<file path="config.mk">
export PLATFORM = sky130hd
export DESIGN_NAME = universal_register_n_bit
export DESIGN_NICKNAME = d
export VERILOG_FILES = /design/src/rtl/universal_register_n_bit.sv
export SDC_FILE = /design/constraint.sdc
export NUM_CORES = 1
export LEC_CHECK = 0
export ABC_AREA = 1
export BUFFER_PORTS_ARGS = -buffer_cell sky130_fd_sc_hd__buf_2
export CAP_MARGIN = 25
export CORE_MARGIN = 10
export CORE_UTILIZATION = 29
export DETAILED_ROUTE_END_ITERATION = 8
export PLACE_DENSITY = 0.48
export RECOVER_POWER = 100
export SLEW_MARGIN = 40
export SYNTH_ARGS = -nofsm -noshare
export SYNTH_HDL_FRONTEND = slang
export SYNTH_SLANG_ARGS = --single-unit
</file>
<file path="constraint.sdc">
create_clock -name clk -period 1.3 [get_ports clk]
set_clock_uncertainty 0.1 [all_clocks]
set_input_delay 0.065 -clock clk [delete_from_list [all_inputs] [get_ports clk]]
set_output_delay 0.065 -clock clk [all_outputs]
set_load 0.05 [all_outputs]
</file>
<file path="src/rtl/universal_register_n_bit.sv">
// N-bit universal register: parallel load plus a multi-step shift engine
// with a start/busy/done handshake. Define UNIVERSAL_REGISTER_ROTATE_EN to enable rotate-left (mode 11).
module universal_register_n_bit #(
    parameter int              WIDTH       = 8,
    parameter int              CNT_W       = 4,
    parameter logic [WIDTH-1:0] RESET_VALUE = {WIDTH{1'b0}}
) (
    input  logic             clk,
    input  logic             reset,
    input  logic             load,
    input  logic [WIDTH-1:0] data_in,
    input  logic [1:0]       mode,
    input  logic             start,
    input  logic [CNT_W-1:0] shift_count,
    input  logic             serial_in_left,
    input  logic             serial_in_right,
    output logic [WIDTH-1:0] data_out,
    output logic             serial_out_right,
    output logic             serial_out_left,
    output logic             busy,
    output logic             done
);

    typedef enum logic {
        IDLE,
        SHIFT
    } state_t;

    localparam logic [1:0] MODE_SHR = 2'b01;
    localparam logic [1:0] MODE_SHL = 2'b10;
`ifdef UNIVERSAL_REGISTER_ROTATE_EN
    localparam logic [1:0] MODE_ROL = 2'b11;
`endif

    state_t           state_q, state_d;
    logic [WIDTH-1:0] data_q, data_d;
    logic [CNT_W-1:0] rem_q, rem_d;
    logic [1:0]       mode_q, mode_d;
    logic             busy_q, busy_d;
    logic             done_q, done_d;
    logic             modeEffective;

    // Modes that actually move data; anything else completes immediately.
    always_comb begin
        modeEffective = (mode == MODE_SHR) || (mode == MODE_SHL);
`ifdef UNIVERSAL_REGISTER_ROTATE_EN
        if (mode == MODE_ROL) begin
            modeEffective = 1'b1;
        end
`endif
    end

    always_comb begin
        state_d = state_q;
        data_d  = data_q;
        rem_d   = rem_q;
        mode_d  = mode_q;
        busy_d  = busy_q;
        done_d  = 1'b0;

        case (state_q)
            IDLE: begin
                if (load) begin
                    data_d = data_in;
                end else if (start) begin
                    if ((shift_count != '0) && modeEffective) begin
                        mode_d  = mode;
                        rem_d   = shift_count;
                        busy_d  = 1'b1;
                        state_d = SHIFT;
                    end else begin
                        done_d = 1'b1;
                    end
                end
            end

            SHIFT: begin
                case (mode_q)
                    MODE_SHR: data_d = {serial_in_left, data_q[WIDTH-1:1]};
                    MODE_SHL: data_d = {data_q[WIDTH-2:0], serial_in_right};
`ifdef UNIVERSAL_REGISTER_ROTATE_EN
                    MODE_ROL: data_d = {data_q[WIDTH-2:0], data_q[WIDTH-1]};
`endif
                    default:  data_d = data_q;
                endcase
                rem_d = rem_q - CNT_W'(1);
                // Last step: leave SHIFT and raise done as busy drops.
                if (rem_q == CNT_W'(1)) begin
                    state_d = IDLE;
                    busy_d  = 1'b0;
                    done_d  = 1'b1;
                end
            end

            default: begin
                state_d = IDLE;
                busy_d  = 1'b0;
            end
        endcase
    end

    always_ff @(posedge clk) begin
        if (reset) begin
            state_q <= IDLE;
            data_q  <= RESET_VALUE;
            rem_q   <= '0;
            mode_q  <= '0;
            busy_q  <= 1'b0;
            done_q  <= 1'b0;
        end else begin
            state_q <= state_d;
            data_q  <= data_d;
            rem_q   <= rem_d;
            mode_q  <= mode_d;
            busy_q  <= busy_d;
            done_q  <= done_d;
        end
    end

    assign data_out         = data_q;
    assign serial_out_right = data_q[0];
    assign serial_out_left  = data_q[WIDTH-1];
    assign busy             = busy_q;
    assign done             = done_q;

endmodule

</file>
* Word level (Yosys, flattened, before mapping) *
Cells that the tools add are included.

word-level totals
  register bits = 17
  output and inout bits = 12

cells by class
  add/sub/neg operators = 1
  equal/unequal tests = 11
  muxes and demuxes = 22
  bitwise logic cells = 2
  reduce and logical (&&, ||, !) cells = 7

operators with widths
  kind                 number
  $pmux 8 s2           2
  $mux 1               12
  $mux 4               3
  $mux 8               1
  $ne 2x2->1 const B   4
  $pmux 4 s2           1
  $reduce_and 4->1     2
  $pmux 1 s2           3
  $eq 2x1->1 const B   2
  $eq 2x2->1 const B   2
  $eq 4x1->1 const B   1
  $reduce_bool 4->1    1
  $sub 4x1->4 const B  1
  $ne 3x1->1 const B   1
  $reduce_and 3->1     1
  $ne 2x1->1 const B   1
  $not 1->1            2
  $reduce_and 2->1     1
  $logic_and 1x1->1    1
  $logic_or 1x1->1     1

* Depth between registers and ports, before layout *
  word-level depth = 7
  depth in mapped cells = 8
  mapped depth without buffers = 8

* Worst setup path before layout *
No wires, ideal clock.

  path type = register to register
  start = register data_q[2] (netlist: data_out[2])
  end = register data_q[1] (netlist: data_out[1])
  arrival = 1051 ps
  setup slack = 84 ps
  stages on the path, launching flop included = 7
  path buffers = 0
  period minus slack after synthesis = 1216 ps
  cells stage by stage = dfxtp_1 > inv_1 > nand2_1 > nand2_1 > o21ai_1 > nor2_1 > nor2_1

between the ends
  cells in the longest elaborated chain, start to end = 2

ends and longest elaborated chain
  element                   line  text
  start: declaration        36    logic [WIDTH-1:0] data_q, data_d;
  start signal: assignment  112   data_q <= data_d;
  $pmux 8 s2                78    case (mode_q)
  $pmux 8 s2                61    case (state_q)

Every way passes these cells.
A chain may end at the register's enable or synchronous reset.

* Worst setup path after layout *
  start = register state_q
  end = register rem_q[2]

between the ends
  cells in the longest elaborated chain, start to end = 3
  elaborated cells between the ends (all ways) = 6
  classes of those cells = 3 x eq/ne; 1 x mux; 1 x bitwise; 1 x reduce/logical

ends and longest elaborated chain
  element                            line  text
  start: declaration                 35    state_t state_q, state_d;
  start signal: assignment           111   state_q <= state_d;
  $not 1->1                          n/a
  $ne 2x2->1 (no source line)        n/a
  $reduce_and 3->1 (no source line)  n/a
  end signal: assignment             113   rem_q <= rem_d;
  end: declaration                   37    logic [CNT_W-1:0] rem_q, rem_d;

Several ways; a longest one is shown, not always the timed one.

==> flow_summary.yaml <==
clock_network:
  htree_levels: 1
  cts_root_buffer: "clkbuf_8"
  cts-buffers-inserted: 3
  clockBufferDepth: 2
  clock_latency_ps: 250
  cts_tree: "built"
  path_clk_slew_ps: 70
  clock-sinks: 17
place:
  io_buffers: 31
  dp_cells: 247
  place_hpwl_um: 2290
  place_area_mm2: 0.00127
  pre_cts_ws_ps: 55.2
  place_congestion: 0.824
cells_and_area:
  n_antenna_cell: 0
  drive_gt1_share_pct: 30.3
  fillers: 388
  multi_input_area_um2: 603
  stdcell_area_mm2: 0.00138
  regArea_um2: 342
  final_cells: 257
  area_growth_pct: 30.1
  final_nets: 234
synthesis:
  synthTopCellsByCount: "nand2_1 (55), nor2_1 (28), dfxtp_1 (17), inv_1 (17), nand3_1 (10)"
  synth-edff-count: 0
  syn_area_per_cell_um2: 6.23
  ys_ff_latch: 17
  synth_cell_types: 21
  yosysWarningCount: 0
  synth_top_area_share_pct: 32.1
  yosysTopAreaCell: "dfxtp_1"
  ys_seq_area_share_pct: 32.1
  syn_nets: 192
  ys_async_sr_fraction_pct: 0
  netlist_area_mm2: 0.00106
  synth_most_common_cell: "nand2_1"
  ys.flop_type: "dfxtp_1"
  synth_area_leaders: "dfxtp_1 (32%), nand2_1 (19%), nor2_1 (9.9%)"
  synth_cells: 170
detailed_routing:
  wire_per_inst_um: 11.9
  routed-via-count: 1158
  ant_nets: 0
  drt_iter0_drc: 42
  route.detailed.drc: 0
  drtPass1Iterations: 4
  routed_wirelength_um: 3060
  vias_per_cell: 4.51
min_path:
  min_path_type: "primary input to flip-flop"
  holdCritStartpoint: "mode[1]"
run:
  drv_cap: 0
sta:
  rsz0062_at_grt: "no"
  holdWs_ps: -7.86
  finalCriticalPeriod_ps: 1230
  max_freq_mhz: 813
  slew_headroom_pct: 81.1
  setup_ws_ps: 70.1
  slew_violations: 0
  period_share_pct: 94.6
  final-hold-violation-count: 1
  fin_setup_tns_ps: 0
  setup_viol: 0
  worstMarginPinSlew_ps: 284
pwr:
  ir_drop_mv: 0.427
  leakage_nw: 0.723
  power_density_mw_per_mm2: 1030
floorplanning:
  initial_utilization_pct: 30.8
  ioPinCount: 32
  coreArea_mm2: 0.00344
  die_w_um: 80.5
  die_h_um: 80.5
  die_area_mm2: 0.00647
  num_rows: 21
global_routing:
  grt_usage_pct: 9.07
  gr-total-overflow: 0
  grt_pass1_wl_um: 4840
  grt_pass1_vias: 1139
  grt_max_degree: 13
  antenna_found_initial: 0
critical_path:
  worstPathMaxFanout: 10
  crit_start: "state_q$_SDFF_PP0_"
  cp_data_arrival_time_ps: 1320
  required_ps: 1390
  crit_type: "flip-flop to flip-flop"
  crit_path_end_kind: "flip-flop"
  cp-start-kind: "flip-flop"
  r2r_start: "state_q$_SDFF_PP0_"
status:
  outcome: "finished with violations"
  violations: "hold timing"
-- state kept, by name, indices dropped and copies added, names as in the netlist --
register / cells
rem_q: 4
done: 1
mode_q: 2
state_q: 1
data_out: 8
busy: 1
-- routing by layer --
metal  vias to the layer above  share of wire [%]  track usage (%)
li1                        604                  -                -
met1                       520                 46             11.2
met2                        30                 45             14.3
met3                         4                7.9             2.56
met4                         0                1.0             3.87
met5                         -                  0                0
-- worst paths after layout --
| path | endpoint | slack (ps) | cells after the start |
|---|---|---|---|
| max | rem_q[2]$_SDFFE_PP0P_ | 70 | 7 |
| min | mode_q[1]$_SDFFE_PP0P_ | -8 | 3 |
| max reg2reg | rem_q[2]$_SDFFE_PP0P_ | 70 | 7 |
| min reg2reg | busy$_SDFFE_PP0P_ | 370 | 2 |
-- cells in the final DEF (no fill, tap or decap), types with 4 or more instances in the layout --
cell type	count
nand3_1	10
o21ai_1	7
nand2_2	6
nand2_1	54
nor2_1	27
clkbuf_2	12
buf_2	19
a21oi_1	4
o21ai_0	5
buf_4	8
inv_1	17
dfxtp_1	16
-- metrics by stage --
step | power [mW] | utilization [%]
finish | 1.43 | 40.1
global route | 1.50 | 40.1
CTS | 1.41 | 38.8
detailed placement | 1.01 | 36.9
global placement | 1.01 | 36.9
floorplan | 0.905 | -
-- critical path: stages, from the launching register on --
cell	delay (ps)
dfxtp_1	400
inv_2	110
buf_4	180
nor2_1	100
nand2_1	50
nand2_1	50
nand2_1	60
a21oi_2	110
-- power by group --
part	leakage, nW	total, mW	internal, mW	switching (mW)
clock	0.0228	0.402	0.217	0.184
combinational	0.560	0.432	0.139	0.294
sequential	0.140	0.592	0.561	0.0307
-- logic make-up (layout without fill, tap and decap cells) --
family | Yosys count | in the layout | synth area share [%]
AO/OA/AOI/OAI | 17 | 17 | 8.38
adder cells (fa/ha/maj) | 2 | 2 | 2.36
buffers and inverters | 28 | 68 | 12.6
flip-flops | 17 | 17 | 32.1
AND/OR/NAND/NOR | 106 | 107 | 44.5
-- area by class of cell --
| class | count | share of cell area (%) |
|---|---|---|
| Clock buffer | 4 | 3.27 |
| Inverter | 22 | 6.44 |
| Multi-Input combinational cell | 126 | 43.7 |
| Sequential cell | 17 | 24.8 |
| Tap cell | 46 | 4.17 |
| Timing Repair Buffer | 41 | 17.1 |
| Timing Repair inverter | 1 | 0.544 |
-- timing repair --
| item | in CTS | in global routing |
|---|---|---|
| hold buffers | 2 | 0 |
| hold endpoints to repair | 6 | 0 |
| endpoints found under the setup margin | 0 | 12 |
| resized for setup | 0 | 9 |
| setup buffers | 0 | 2 |
No activity file was read; power rests on OpenSTA's default activity.
